File: src/rtl/tt_pkg.sv
// Shared types and sizing constants for the 7-input truth-table sweep block.
package tt_pkg;
  localparam int NVARS   = 7;
  localparam int TT_BITS = 1 << NVARS;
  localparam int CNT_W   = 8;

  typedef enum logic [1:0] {IDLE, SWEEP, CHECK, DONE} state_t;
  typedef logic [TT_BITS-1:0] tt_t;
endpackage

File: src/rtl/tt_dual_checker.sv
// Walks j = 0..63 over a held truth table, clearing self_dual whenever
// f(j) equals f(127-j); fin marks the final comparison cycle.
module tt_dual_checker
  import tt_pkg::*;
(
  input  logic clk,
  input  logic rst_n,
  input  logic clr,
  input  logic go,
  input  tt_t  tt,
  output logic self_dual,
  output logic fin
);

  logic [NVARS-2:0] j;
  logic             run;
  logic [NVARS-1:0] lo;
  logic [NVARS-1:0] hi;

  // 127-j is the bitwise complement of j in 7 bits
  assign lo  = {1'b0, j};
  assign hi  = ~lo;
  assign fin = run && (&j);

  always_ff @(posedge clk or negedge rst_n) begin
    if (!rst_n) begin
      j         <= '0;
      run       <= 1'b0;
      self_dual <= 1'b0;
    end else if (clr) begin
      j         <= '0;
      run       <= 1'b0;
      self_dual <= 1'b0;
    end else if (go) begin
      j         <= '0;
      run       <= 1'b1;
      self_dual <= 1'b1;
    end else if (run) begin
      if (tt[lo] == tt[hi]) self_dual <= 1'b0;
      j <= j + 1'b1;
      if (&j) run <= 1'b0;
    end
  end

endmodule

File: src/rtl/tt_sweep_capture.sv
// Drives all 128 input vectors into the function under test, captures its
// output into a truth table and derives ones count and self-duality.
module tt_sweep_capture #(
  parameter int NVARS = 7,
  parameter int LAT   = 0
) (
  input  logic                    clk,
  input  logic                    rst_n,
  input  logic                    start,
  input  logic                    abort,
  output logic [NVARS-1:0]        x_out,
  input  logic                    f_in,
  output logic                    busy,
  output logic                    done,
  output logic                    valid,
  output logic [(1<<NVARS)-1:0]   truth_table,
  output logic [7:0]              ones_count,
  output logic                    self_dual
);
  import tt_pkg::*;

  localparam logic [CNT_W-1:0] LAT_C  = CNT_W'(LAT);
  localparam logic [CNT_W-1:0] LAST_C = CNT_W'(TT_BITS - 1 + LAT);

  state_t           state;
  logic [CNT_W-1:0] cnt;
  logic [CNT_W:0]   slot;
  logic             cap_en;
  logic             accept;
  logic             chk_go;
  logic             chk_clr;
  logic             chk_fin;

  // slot = cnt - LAT; the borrow bit says the FUT output is not yet meaningful
  assign slot    = {1'b0, cnt} - {1'b0, LAT_C};
  assign cap_en  = !slot[CNT_W] && !slot[CNT_W-1];
  assign accept  = (state == IDLE) && start && !abort;
  assign chk_go  = (state == SWEEP) && (cnt == LAST_C) && !abort;
  assign chk_clr = abort || accept;
  assign x_out   = ((state == SWEEP) && !cnt[CNT_W-1]) ? cnt[NVARS-1:0] : '0;

  always_ff @(posedge clk or negedge rst_n) begin
    if (!rst_n) begin
      state       <= IDLE;
      cnt         <= '0;
      truth_table <= '0;
      ones_count  <= '0;
      busy        <= 1'b0;
      done        <= 1'b0;
      valid       <= 1'b0;
    end else begin
      done <= 1'b0;
      if (abort) begin
        state <= IDLE;
        cnt   <= '0;
        busy  <= 1'b0;
        valid <= 1'b0;
      end else begin
        case (state)
          IDLE: if (start) begin
            state       <= SWEEP;
            cnt         <= '0;
            truth_table <= '0;
            ones_count  <= '0;
            valid       <= 1'b0;
            busy        <= 1'b1;
          end
          SWEEP: begin
            if (cap_en) begin
              truth_table[slot[NVARS-1:0]] <= f_in;
              ones_count <= ones_count + {{(CNT_W-1){1'b0}}, f_in};
            end
            if (cnt == LAST_C) state <= CHECK;
            else               cnt   <= cnt + 1'b1;
          end
          CHECK: if (chk_fin) begin
            state <= DONE;
            busy  <= 1'b0;
            done  <= 1'b1;
            valid <= 1'b1;
          end
          default: state <= IDLE;
        endcase
      end
    end
  end

  tt_dual_checker u_dual (
    .clk       (clk),
    .rst_n     (rst_n),
    .clr       (chk_clr),
    .go        (chk_go),
    .tt        (truth_table),
    .self_dual (self_dual),
    .fin       (chk_fin)
  );

endmodule

File: config.mk
export PLATFORM = sky130hd
export DESIGN_NAME = tt_sweep_capture
export DESIGN_NICKNAME = d
export VERILOG_FILES = /design/src/rtl/tt_pkg.sv /design/src/rtl/tt_dual_checker.sv /design/src/rtl/tt_sweep_capture.sv
export SDC_FILE = /design/constraint.sdc
export NUM_CORES = 1
export LEC_CHECK = 0
export ABC_AREA = 1
export CORE_ASPECT_RATIO = 0.7
export CORE_MARGIN = 2
export CORE_UTILIZATION = 55
export DETAILED_ROUTE_END_ITERATION = 7
export GPL_TIMING_DRIVEN = 1
export PLACE_DENSITY_LB_ADDON = 0.15
export SYNTH_ARGS = -nofsm -noshare
export SYNTH_HDL_FRONTEND = slang
export SYNTH_SLANG_ARGS = --single-unit
File: constraint.sdc
create_clock -name clk -period 2.8 [get_ports clk]
set_input_delay 0.28 -clock clk [delete_from_list [all_inputs] [get_ports clk]]
set_output_delay 0.28 -clock clk [all_outputs]
set_load 0.01 [all_outputs]
# After elaboration in Yosys (flattened, before gate mapping)
# Index checks and enable logic that the tools add are counted.
[word_totals]
register_bits = 157
in_bits = 5
[op_classes]
n_addsub = 3
magnitude_cmp = 4
n_eq_ne = 10
mux = 44
n_bitwise = 2
reduce_logical = 22
[op_table]
columns = ["op", "count"]
rows = [
  ["$mux W128", 2],
  ["$pmux W128 S2", 1],
  ["$bwmux W128", 1],
  ["$mux W8", 4],
  ["$pmux W8 S2", 2],
  ["$mux W1", 20],
  ["$mux W6", 3],
  ["$lt A7 B8 Y1 const B", 2],
  ["$reduce_bool A3 Y1", 4],
  ["$ne A3 B3 Y1 const B", 3],
  ["$reduce_and A3 Y1", 3],
  ["$add A8 B1 Y8", 1],
  ["$add A8 B1 Y8 const B", 1],
  ["$eq A8 B7 Y1 const B", 1],
  ["$lt A6 B8 Y1 const B", 1],
  ["$mux W2", 4],
  ["$bmux W1 S7", 1],
  ["$demux W1 S7", 1],
  ["$ge A7 B1 Y1 const B", 1],
  ["$logic_and A1 B1 Y1", 7],
  ["$mux W7", 1],
  ["$not A6 Y7", 1],
  ["$add A6 B1 Y6 const B", 1],
  ["$bmux W1 S6", 1],
  ["15 further kinds", 18],
]

# Depth between registers and ports, before layout
# Gate-level depths: netlist of run 1.
[depth]
word_depth = 8
mapped_depth = 17
mapped_depth_nobuf = 16

# Modules after synthesis
# A second synthesis of run 1 with hierarchy kept.
[hier_totals]
cells_unflattened = 1577
area_unflattened_um2 = 10144.7
[modules_own_cells]
columns = ["module", "n_inst", "cells_per_inst", "area_per_inst_um2"]
rows = [
  ["tt_sweep_capture", 1, 1223, 8336.7],
  ["tt_dual_checker", 1, 354, 1808.0],
]

# Worst setup path after synthesis of run 1
# No wires, ideal clock.
[synth_timing]
path_type = "flip-flop to flip-flop"
from = "reg state[1]"
to = "reg truth_table[110]"
setup_ns = 0.121
t_arrival_ns = 1.705
required_time_ns = 2.679
path_slack_ns = 0.974
path_stages_with_launch = 14
path_buffers = 3
synth_period_minus_slack_ns = 1.826
path_cell_list = "dfrtp_1 > inv_1 > ha_1 > buf_6 > inv_4 > o21ai_4 > nor2_8 > inv_6 > nor2_4 > inv_4 > buf_6 > buf_6 > nand2_1 > a21oi_1"
[synth_via]
elab_chain_cells = 3
word_cells_on_any_way = 7
classes_between = "3 x eq/ne; 1 x mux; 3 x reduce/logical"
[synth_rtl]
columns = ["item", "line_no", "source"]
rows = [
  ["from (decl)", "tt_sweep_capture.sv:25", "state_t state;"],
  ["from (signal assigned)", "tt_sweep_capture.sv:44", "state <= IDLE;"],
  ["from (signal assigned)", "tt_sweep_capture.sv:54", "state <= IDLE;"],
  ["from (signal assigned)", "tt_sweep_capture.sv:61", "state <= SWEEP;"],
  ["$eq A2 B1 Y1 / $logic_not A2 Y1 (equally long branches)", "tt_sweep_capture.sv:59", "case (state)"],
  ["$ne A2 B2 Y1 (no line) / $reduce_bool A2 Y1 (equally long branches)", "-", ""],
  ["$reduce_and A4 Y1 (no line)", "-", ""],
  ["to (signal, indexed assignment)", "tt_sweep_capture.sv:70", "truth_table[slot[NVARS-1:0]] <= f_in;"],
  ["to (decl)", "tt_sweep_capture.sv:16", "output logic [(1<<NVARS)-1:0] truth_table,"],
]
# Parallel ways exist; a longest one is shown, timed or not.
# A chain may end at the register's enable or synchronous reset.

# Final worst setup path of run 1
[layout_timing]
from = "reg state[1]"
to = "out x_out[6]"
[layout_via]
elab_chain_cells = 3
[layout_rtl]
columns = ["item", "line_no", "source"]
rows = [
  ["$eq A2 B1 Y1", "tt_sweep_capture.sv:40", "assign x_out = ((state == SWEEP) && !cnt[CNT_W-1]) ? cnt[NVARS-1:0] : '0;"],
  ["$logic_and A1 B1 Y1", "tt_sweep_capture.sv:40", ""],
  ["$mux W7", "tt_sweep_capture.sv:40", ""],
  ["to (decl)", "tt_sweep_capture.sv:11", "output logic [NVARS-1:0] x_out,"],
]
# Every way passes these cells.

==> impl_metrics.yaml, run 1 <==
power_and_ir_drop:
  pwr-share-seq_pct: 40.4
  p_switching_mw: 1.80
  swShare_pct: 30.5
  p_total_mw: 5.89
  vdd_drop_max_v: 0.000420
  intPower_mw: 4.10
  leakage_nw: 5.07
  clkPwrFrac_pct: 42.0
  power_frac_comb_pct: 17.6
  power.density_nw_per_um2: 534
die:
  die_y_um: 109
  fp.dieW_um: 155
  ios: 152
  core-area_um2: 15500
  fp-row-count: 38
  die_area_um2: 16900
  initial_core_util_pct: 56.4
status:
  outcome: "completed"
hold_path:
  min_path_type: "in -> async"
final_layout:
  fillers: 1263
  postLayoutCoreUtil_pct: 71.2
  layout_commonest_cell: "nand2_1"
  regArea_um2: 3930
  nets: 1365
  drive_gt1_share_pct: 7.18
  final_cell_mix: "nand2_1 (423), nor2_1 (162), dfrtp_1 (156)"
  multi_input_area_um2: 4170
  instances_no_fill: 1565
  areaGrowthSynthToFinish_pct: 26.2
timing:
  worstMarginPinSlew_ns: 1.02
  worst_slew_margin_rel_pct: 31.7
  fmax_ghz: 0.382
  setup-violations-final: 0
  skew_ns: 0.0116
  final.setup.tns_ns: 0
  slew_viol_final: 0
  post-route-period-util_pct: 93.6
  grt_setup_unrepaired: "false"
  min_period_ns: 2.62
  final_hold_viol_count: 0
global_route:
  grt_antenna_before_repair: 1
  grt_pass1_wl_um: 44300
  grt_use_total_pct: 33.9
  grt.overflow.total: 0
  grt_max_degree: 92
  grt_pass1_vias: 8278
setup_path:
  required_ns: 2.52
  r2r_cells: 11
  crit_fanout: 7
  path_class: "reg -> out"
  arrival_ns: 2.34
  crit_path_end_kind: "primary output"
  worst_setup_path_start_kind: "flip-flop"
clocking:
  clockRootBuffer: "clkbuf_16"
  cts_buffer_depth: 2
  h-tree-depth: 4
  tritoncts: "done"
  clock_sinks: 157
  clock_latency_ns: 0.43
  cts.reportedPaths.clkPinSlew_ns: 0.07
  cts_buffers: 17
  postCtsSetupBuffers: 0
route:
  finalWirelength_um: 28300
  dr.pass1.iters: 8
  vias: 9041
  ant_nets: 0
  drc: 0
  viasPerCell: 5.78
  drtIter0Drc: 1152
  wl_per_cell_um: 18.1
placed_design:
  dp_hpwl_um: 19200
  dp.cells: 1532
  portBuffers: 151
  gp_congestion: 0.933
logic_synthesis:
  avgSynthCellArea_um2: 7.20
  ys_seq_area_share_pct: 44.9
  synth_xor_area_share_pct: 0.301
  synth_cell_types: 40
  yosys_warnings: 0
  synth_compound_area_share_pct: 12.5
  synth_cells: 1214
  yosys.area_share.adder_pct: 1.15
  synth-simple-area-share_pct: 33.7
  synth.area.mux_share_pct: 0.115
  synth_top_family_by_area: "simple AND/OR/NAND/NOR gates"
  synthesis.area_um2: 8740
  synth_fp_nets: 1227
  ys_ff_latch: 157
job:
  drv_cap: 0
final timing paths:
check	from	slack (ns)	endpoint
setup / recovery	state[1]$_DFFE_PN0P_	0.18	x_out[6]
hold / removal	rst_n	0.42	state[0]$_DFFE_PN0P_
setup reg to reg	state[1]$_DFFE_PN0P_	0.35	truth_table[50]$_DFFE_PN0P_
hold reg to reg	busy$_DFFE_PN0P_	0.48	busy$_DFFE_PN0P_
max in group asynchronous	rst_n	1.56	truth_table[10]$_DFFE_PN0P_
min in group clk	busy$_DFFE_PN0P_	0.48	busy$_DFFE_PN0P_
metal layers:
layer / up-vias / share of wire (%) / global-route usage [%]
met1: 4135 / 41 / 48.1
met3: 91 / 12 / 6.70
met2: 597 / 43 / 51.5
met5: - / 0.14 / 2.08
met4: 2 / 3.4 / 13.6
li1: 4216 / - / -
critical path, cell delays in order, from the launching register on:
cell and delay [ns]:
dfrtp_1 0.41, inv_1 0.09, ha_1 0.39, nand2_1 0.25
nor2_1 0.20, clkdlybuf4s50_1 0.56
flip-flops by register name, summed over array words and instances (netlist names):
signal and count:
done 1, ones_count 8, state 2, u_dual.j 6
truth_table 128, busy 1, cnt 8, u_dual.run 1
u_dual.self_dual 1, valid 1
power by group through the flow:
stage	sequential, mW	clock (mW)	combinational [mW]
after floorplan	2.43	0	0.676
after global placement	2.42	0	1.01
after detailed placement	2.42	0	1.02
after CTS	2.38	2.48	1.03
after global routing	2.39	2.56	1.13
final	2.38	2.47	1.04
stage by stage:
step                      hold WS [ns]  setup WS, ns  instance area, µm²
after floorplan                -0.0156         0.974                8740
after global placement           0.342         0.517               10400
after detailed placement         0.336         0.411               10400
after CTS                        0.457         0.195               11000
after global routing             0.486        0.0296               11000
final                            0.420         0.180               11000
repair_timing:
item,4_1_cts,5_1_grt
hold buffers,1,0
gates resized for setup,0,0
endpoints found under the setup margin,0,0
endpoints found under the hold margin,66,0
area by class of cell:
class / instances / area share, %
diodes: 1 / 0.0227
clock buffers: 20 / 4.23
clock inverters: 11 / 1.41
inverters: 73 / 2.59
multi-input cells: 926 / 37.8
flip-flops and latches: 157 / 35.6
well taps: 200 / 2.27
repair buffers: 177 / 16.1
kinds of logic after synthesis:
kind of cell,count (synthesis)
xor gates and xnor gates,3
DFF,157
AOI/OAI and AO/OA,200
adders and majority gates,8
buffers and inverters,131
and+or+nand+nor,714
muxes,1
cells in the mapped netlist (all sizes together):
master,instances,area (µm²)
clkbuf,3,11.3
o31ai,4,30.0
inv,72,280
buf,55,345
clkinv,1,3.75
mux2i,1,10.0
xor2,3,26.3
nand3,94,475
o31a,10,87.6
nor2,169,708
nor3,9,45.0
and3,1,6.26
o21ai,30,161
o211ai,1,7.51
dfrtp,157,3930
a21oi,140,704
nor3b,4,30.0
o41ai,1,8.76
a211oi,1,7.51
ha,8,100
a22oi,1,7.51
a31oi,2,12.5
nand4,5,31.3
o22ai,10,62.6
nand2,432,1650
No activity file was read; power rests on OpenSTA's default activity.
==> run 2: changes to the inputs <==
--- a/config.mk
+++ b/config.mk
@@ -9,6 +9,7 @@
 export CORE_ASPECT_RATIO = 0.7
 export CORE_MARGIN = 2
 export CORE_UTILIZATION = 55
+export CTS_CLUSTER_SIZE = 10
 export DETAILED_ROUTE_END_ITERATION = 7
 export GPL_TIMING_DRIVEN = 1
 export PLACE_DENSITY_LB_ADDON = 0.15
==> results of run 2 <==
No change in the layout: final DEF, timing and power equal those of run 1.
==> run 3: changes to the inputs <==
--- a/config.mk
+++ b/config.mk
@@ -6,6 +6,7 @@
 export NUM_CORES = 1
 export LEC_CHECK = 0
 export ABC_AREA = 1
+export ABC_CLOCK_PERIOD_IN_PS = 2800
 export CORE_ASPECT_RATIO = 0.7
 export CORE_MARGIN = 2
 export CORE_UTILIZATION = 55
==> results of run 3 <==
No change in the layout: final DEF, timing and power equal those of run 1.
